`config.mk`:
```
export PLATFORM = sky130hd
export DESIGN_NAME = key_scan
export DESIGN_NICKNAME = d
export VERILOG_FILES = /design/src/rtl/key_scan_pkg.sv /design/src/rtl/key_tick_gen.sv /design/src/rtl/key_scan.sv
export SDC_FILE = /design/constraint.sdc
export NUM_CORES = 1
export LEC_CHECK = 0
export ABC_AREA = 1
export CAP_MARGIN = 30
export CELL_PAD_IN_SITES_DETAIL_PLACEMENT = 1
export CELL_PAD_IN_SITES_GLOBAL_PLACEMENT = 1
export CORE_MARGIN = 4
export CORE_UTILIZATION = 40
export DETAILED_ROUTE_END_ITERATION = 7
export DONT_BUFFER_PORTS = 1
export GPL_TIMING_DRIVEN = 0
export PLACE_DENSITY_LB_ADDON = 0.1
export REMOVE_ABC_BUFFERS = 1
export SLEW_MARGIN = 20
export SYNTH_ARGS = -nofsm -noshare
export SYNTH_HDL_FRONTEND = slang
export SYNTH_SLANG_ARGS = --single-unit
```
`constraint.sdc`:
```
create_clock -name clk -period 3.25 [get_ports clk]
set_input_delay 0.65 -clock clk [delete_from_list [all_inputs] [get_ports clk]]
set_output_delay 0.65 -clock clk [all_outputs]
set_load 0.01 [all_outputs]
```
`src/rtl/key_scan_pkg.sv`:
```
// Shared keypad-scanner types: FSM states, row drive patterns, default timing.
// Pure definitions; no latency or flow control.
package key_scan_pkg;

  localparam int SCAN_CNTMAX_DEF    = 24999;
  localparam int DEBOUNCE_TICKS_DEF = 20;

  typedef enum logic [2:0] {
    ST_IDLE,
    ST_PRESS_DB,
    ST_SCAN,
    ST_HOLD,
    ST_RELEASE_DB
  } state_t;

  // Row drive patterns for row index 3..0, one low bit selects the row.
  localparam logic [15:0] ROW_PATTERNS = {4'b0111, 4'b1011, 4'b1101, 4'b1110};

  function automatic logic [3:0] row_drive(input logic [1:0] idx);
    return ROW_PATTERNS[{idx, 2'b00} +: 4];
  endfunction

  function automatic logic [1:0] lowest_col(input logic [3:0] col);
    logic [1:0] res;
    res = 2'd3;
    for (int c = 3; c >= 0; c--) begin
      if (!col[c]) res = 2'(c);
    end
    return res;
  endfunction

endpackage

```
`src/rtl/key_tick_gen.sv`:
```
// Free-running scan tick: one-clk pulse every SCAN_CNTMAX+1 clocks.
// Tick is combinational from the counter wrap; no backpressure.
module key_tick_gen
  import key_scan_pkg::*;
#(
  parameter int SCAN_CNTMAX = SCAN_CNTMAX_DEF
) (
  input  logic clk,
  input  logic rst,
  output logic tick
);

  localparam int CW = (SCAN_CNTMAX > 0) ? $clog2(SCAN_CNTMAX + 1) : 1;

  logic [CW-1:0] cnt;

  assign tick = (cnt == CW'(SCAN_CNTMAX));

  always_ff @(posedge clk) begin
    if (rst) begin
      cnt <= '0;
    end else if (tick) begin
      cnt <= '0;
    end else begin
      cnt <= cnt + CW'(1);
    end
  end

endmodule

```
`src/rtl/key_scan.sv`:
```
// 4x4 keypad scanner: synchronise columns, debounce press/release, scan rows, report key code.
// Latency: 2 sync clocks + up to 1 tick + DEBOUNCE_TICKS + (row+1) ticks; no backpressure on outputs.
module key_scan
  import key_scan_pkg::*;
#(
  parameter int SCAN_CNTMAX    = SCAN_CNTMAX_DEF,
  parameter int DEBOUNCE_TICKS = DEBOUNCE_TICKS_DEF
) (
  input  logic       clk,
  input  logic       rst,
  input  logic [3:0] key_col,
  output logic [3:0] key_row,
  output logic [3:0] key_code,
  output logic       key_valid,
  output logic       key_pressed
);

  localparam int DW = $clog2(DEBOUNCE_TICKS + 1);

  logic [3:0]    col_m;
  logic [3:0]    col_s;
  logic          tick;
  state_t        state;
  logic [DW-1:0] db_cnt;
  logic [DW-1:0] db_next;
  logic [1:0]    row_idx;
  logic          col_idle;

  key_tick_gen #(.SCAN_CNTMAX(SCAN_CNTMAX)) u_tick (
    .clk  (clk),
    .rst  (rst),
    .tick (tick)
  );

  // Columns are pulled up and asynchronous; idle value is all ones.
  always_ff @(posedge clk) begin
    if (rst) begin
      col_m <= 4'hF;
      col_s <= 4'hF;
    end else begin
      col_m <= key_col;
      col_s <= col_m;
    end
  end

  assign col_idle = (col_s == 4'hF);
  assign db_next  = db_cnt + DW'(1);

  always_ff @(posedge clk) begin
    if (rst) begin
      state       <= ST_IDLE;
      db_cnt      <= '0;
      row_idx     <= 2'd0;
      key_row     <= 4'b0000;
      key_code    <= 4'h0;
      key_valid   <= 1'b0;
      key_pressed <= 1'b0;
    end else begin
      key_valid <= 1'b0;
      if (tick) begin
        case (state)
          ST_IDLE: begin
            if (!col_idle) begin
              state  <= ST_PRESS_DB;
              db_cnt <= '0;
            end
          end
          ST_PRESS_DB: begin
            if (col_idle) begin
              state <= ST_IDLE;
            end else begin
              db_cnt <= db_next;
              if (db_next == DW'(DEBOUNCE_TICKS)) begin
                state   <= ST_SCAN;
                row_idx <= 2'd0;
                key_row <= row_drive(2'd0);
              end
            end
          end
          ST_SCAN: begin
            if (!col_idle) begin
              // Hit: keep this row driven so release is watched on it alone.
              key_code    <= {row_idx, lowest_col(col_s)};
              key_valid   <= 1'b1;
              key_pressed <= 1'b1;
              state       <= ST_HOLD;
            end else if (row_idx == 2'd3) begin
              state   <= ST_IDLE;
              key_row <= 4'b0000;
            end else begin
              row_idx <= row_idx + 2'd1;
              key_row <= row_drive(row_idx + 2'd1);
            end
          end
          ST_HOLD: begin
            if (col_idle) begin
              state  <= ST_RELEASE_DB;
              db_cnt <= '0;
            end
          end
          ST_RELEASE_DB: begin
            if (!col_idle) begin
              state <= ST_HOLD;
            end else begin
              db_cnt <= db_next;
              if (db_next == DW'(DEBOUNCE_TICKS)) begin
                key_pressed <= 1'b0;
                key_row     <= 4'b0000;
                state       <= ST_IDLE;
              end
            end
          end
          default: begin
            state   <= ST_IDLE;
            key_row <= 4'b0000;
          end
        endcase
      end
    end
  end

endmodule

```
=== Word-level counts from Yosys, hierarchy flattened ===
Cells that the tools add are included.

* Register bits after elaboration: 43
* Input port bits: 6
* Output and inout bits: 10
* Word-level logic and storage cells: 85

* $add $sub $neg: 3
* Eq/ne operators: 20
* Shift-type cells: 1
* Muxes and demuxes: 34
* Bitwise operators: 4
* Reductions and logical operators: 13

{| class="wikitable"
|+ Operators with widths
! kind !! count
|-
| $mux W3 || 8
|-
| $mux W4 || 6
|-
| $mux W5 || 4
|-
| $pmux W5 S4 || 1
|-
| $ne A2 B2 Y1 const B || 9
|-
| $reduce_and A6 Y1 || 3
|-
| $pmux W4 S4 || 1
|-
| $shiftx A16 B5 Y4 const A || 1
|-
| $add A15 B1 Y15 const B || 1
|-
| $eq A15 B15 Y1 const B || 1
|-
| $pmux W3 S5 || 1
|-
| $mux W2 || 6
|-
| $ne A3 B3 Y1 const B || 3
|-
| $reduce_and A7 Y1 || 1
|-
| $eq A3 B2 Y1 const B || 2
|-
| $add A5 B1 Y5 const B || 1
|-
| $eq A5 B5 Y1 const B || 1
|-
| $mux W1 || 5
|-
| $reduce_and A5 Y1 || 1
|-
| $eq A4 B4 Y1 const B || 1
|-
| $not A1 Y1 || 4
|-
| $pmux W2 S2 || 1
|-
| $reduce_bool A2 Y1 || 2
|-
| $reduce_bool A4 Y1 || 1
|-
| other kinds (9) || 10
|}

=== Longest topological paths before layout ===
* Word-level depth: 5
* Gate-level depth with buffers: 11
* Depth with buffers taken out: 11

=== Modules after synthesis ===
From an unflattened synthesis, not the netlist that was laid out.

* Cells, all modules: 303
* Area, all modules: 2172.1 um^2

{| class="wikitable"
|+ Modules (own cells, without submodules)
! module !! times used !! cells each !! area each (um^2) !! sequential area each (um^2)
|-
| key_scan || 1 || 189 || 1382.6 || 560.5
|-
| key_tick_gen || 1 || 114 || 789.5 || 300.3
|}

=== Worst setup path after synthesis ===
OpenSTA, ideal clock, no wires.

* Path kind: register to register
* Start point: register u_tick.cnt[0]
* End point: register u_tick.cnt[12]
* Setup time: 110 ps
* Data arrival time: 1313 ps
* Data required time: 3140 ps
* Slack: 1827 ps
* Stages on the path, launching flop included: 11
* Path buffers: 0
* Period minus slack after synthesis: 1423 ps
* Path through: dfxtp_1 -> ha_1 -> nand2_1 -> nor2_2 -> nand2_2 -> nor2_4 -> nand2_2 -> nor2_2 -> nand3_1 -> nand3_1 -> inv_1

* Cells in the longest elaborated chain, start to end: 2
* Elaborated cells between the ends (all ways): 3
* Those cells by class: add/sub (1); eq/ne (1); reduce/logical (1)

{| class="wikitable"
|+ RTL lines
! what !! RTL line !! RTL
|-
| start, declared || key_tick_gen.sv:15 || <nowiki>logic [CW-1:0] cnt;</nowiki>
|-
| start signal, assigned || key_tick_gen.sv:25 || <nowiki>cnt <= cnt + CW'(1);</nowiki>
|-
| branches (longest 2 deep; another with $add A15 B1 Y15) || - ||
|}

Parallel ways; which one is timed is not known.
A chain may end at the register's enable or synchronous reset.

=== Worst setup path after layout ===
* Start point: register u_tick.cnt[0]
* End point: register u_tick.cnt[5]

The elaborated chain is that of the path after synthesis.

==> flow_summary.toml <==
[run_status]
status = "finished, final reports clean"

[finish]
syn_to_final_growth_pct = 7.07
fin_nets = 339
fin_cells = 398
fillCellCount = 693
antennaDiodeCount = 0
final_util_pct = 45.6
layout-drive-gt1-share_pct = 15.2

[setup_path]
reg2reg_depth = 10
crit_arrival_ns = 2.11
critPathMaxFanout = 12
slowest_stage = "nand2_1"
critPathCaptureType = "flip-flop"
startpoint_type = "flip-flop"
max_stage_delay_ns = 0.38
cpMostUsedCell = "nand2_1"
critPathRequiredTime_ns = 3.43
crit_chain = "ha_1, nand2_1, inv_1, nand2_1, nor2_1, nand2_1, nand2_1, inv_1, o21ai_0, a21oi_1"
timing.setup.critical_path_class = "reg2reg"

[cts]
clk_latency_ns = 0.29
cts_tree = "yes"
path_clk_slew_ns = 0.09
cts_post_setup_buffers_inserted = 0
h-tree-depth = 2
cts_buffer_depth = 2
numClockSinks = 43
cts_buffers = 5
cts-root-buf = "clkbuf_8"
cts_resized = 0
cts_hold_buf = 0

[global_routing]
grt_pass1_wl_mm = 8.87
track_usage_pct = 17.0
grt_pass1_vias = 1932
overflow = 0
antenna_found_initial = 0
grt_max_degree = 20

[routing]
vias_per_cell = 4.87
antenna_left = 0
routed_wl_mm = 5.20
num_vias = 1938
drc = 0
dr.pass1.iters = 4
drt-wirelength-per-cell_um = 13.1
drt_iter0_drc = 76

[place]
dpl.cell_count = 391
port-buffer-count = 0
hpwlAfterDp_mm = 4.07
place_congestion = 0.759

[logic_synthesis]
avgSynthCellArea_sq_um = 6.86
synth_area_sq_um = 2230
ys_seq_area_share_pct = 38.6
yosys_register_bits = 43
ys_warn_count = 0
synth_area_leaders = "dfxtp_1, nand2_1, nor2_1"
synth_top_area_share_pct = 38.6
synth_edf_count = 0
yosysUniqueCellTypes = 27
ys.flop_type = "dfxtp_1"
yosys.area.top_type = "dfxtp_1"
synthCells = 325
async_flop_share_pct = 0
synth_common_cells = "nand2_1, nor2_1, dfxtp_1, inv_1, nand3_1"
yosysMostFrequentCell = "nand2_1"

[power_and_ir_drop]
finalPower_mw = 0.918
p_leak_nw = 0.974
ir_drop_mv = 0.255
p_per_area_nw_per_um2 = 385

[sta]
rsz0062_at_grt = "false"
fin_crit_sh_pct = 59.4
worst_pin_slew_ns = 0.486
min_period_ns = 1.93
worst_clock_skew_ns = 0.0121
hold_violations = 0
timing.max_slew.rel_slack_pct = 67.5
fin_setup_tns_ns = 0
fmax_mhz = 518
setup_viol_count_final = 0
finalMaxSlewViolations = 0

[floorplanning]
start_util_pct = 42.5
die_area_sq_um = 6830
core_region_area_sq_um = 5240
die_h_um = 82.6
ios = 16
die_x_um = 82.6
row_count = 26

[hold_path]
min_path_type = "in2reg"
whs_path_depth = 1

[run]
cap_violations = 0
metal layers:
metal / GRT usage (%) / wire length (um)
met5: 0 / 0
met4: 5.07 / 59
met3: 4.01 / 167
met2: 27.4 / 2280
met1: 22.6 / 2690
cell families after synthesis:
family | Yosys count | share of synthesized area, %
flops | 43 | 38.6
xor+xnor | 6 | 2.36
buf+inv | 44 | 7.52
fa+ha+maj | 5 | 2.81
simple gates | 197 | 41.7
compound gates | 30 | 6.96
sequential cells by signal, indices dropped and copies added (netlist names):
name         flops
u_tick.cnt      15
db_cnt           5
col_m            4
col_s            4
key_code         4
key_row          4
state            3
row_idx          2
key_pressed      1
key_valid        1
path summary, 6_finish.rpt:
kind	startpoint	to	slack [ns]
setup / recovery	u_tick.cnt[0]	u_tick.cnt[5]	1.32
hold / removal	rst	key_row[1]	0.41
setup reg to reg	u_tick.cnt[0]	u_tick.cnt[5]	1.32
hold reg to reg	col_m[1]	col_s[1]	0.41
final cells by class:
cell class                 count  area [sq um]  share of cell area, %
multi-input combinational    238          1200                   50.3
tap                           70          87.6                   3.67
clock buffer                   6          82.6                   3.46
sequential                    43           861                   36.1
inverter                      40           150                   6.29
clock inverter                 1          5.00                  0.210
critical path: cells and delay by family (launching register included):
kind                     cells  cell delay, ns
adder cells (fa/ha/maj)      1            0.26
AND/OR/NAND/NOR              5            0.72
flip-flops                   1            0.37
AO/OA/AOI/OAI                2            0.19
buffers and inverters        2            0.27
power by group:
group          internal (mW)  leakage, nW  switching, mW
Combinational         0.0108        0.578         0.0229
Sequential             0.534        0.349        0.00415
Clock                  0.167       0.0470          0.179
Total                  0.712        0.974          0.206
metrics by stage:
| step | setup WS (ns) | instance area (sq um) | hold WS, ns |
|---|---|---|---|
| floorplan | 1.75 | 2210 | 0.389 |
| global placement | 1.32 | 2300 | 0.393 |
| detailed placement | 1.29 | 2300 | 0.396 |
| CTS | 1.29 | 2390 | 0.400 |
| global route | 1.03 | 2390 | 0.393 |
| finish | 1.32 | 2390 | 0.409 |
cell usage in the layout (no fill, tap or decap), types with 4 or more instances in the layout:
master	n
ha_1	5
nand3_1	24
nor2_1	44
xor2_1	4
clkbuf_8	6
or2_2	9
nor2_2	15
nand2_1	81
o21ai_0	9
dfxtp_1	43
nand2_2	8
a21oi_1	16
inv_1	36
nor2_4	5
(Power assumes the default switching activity.)
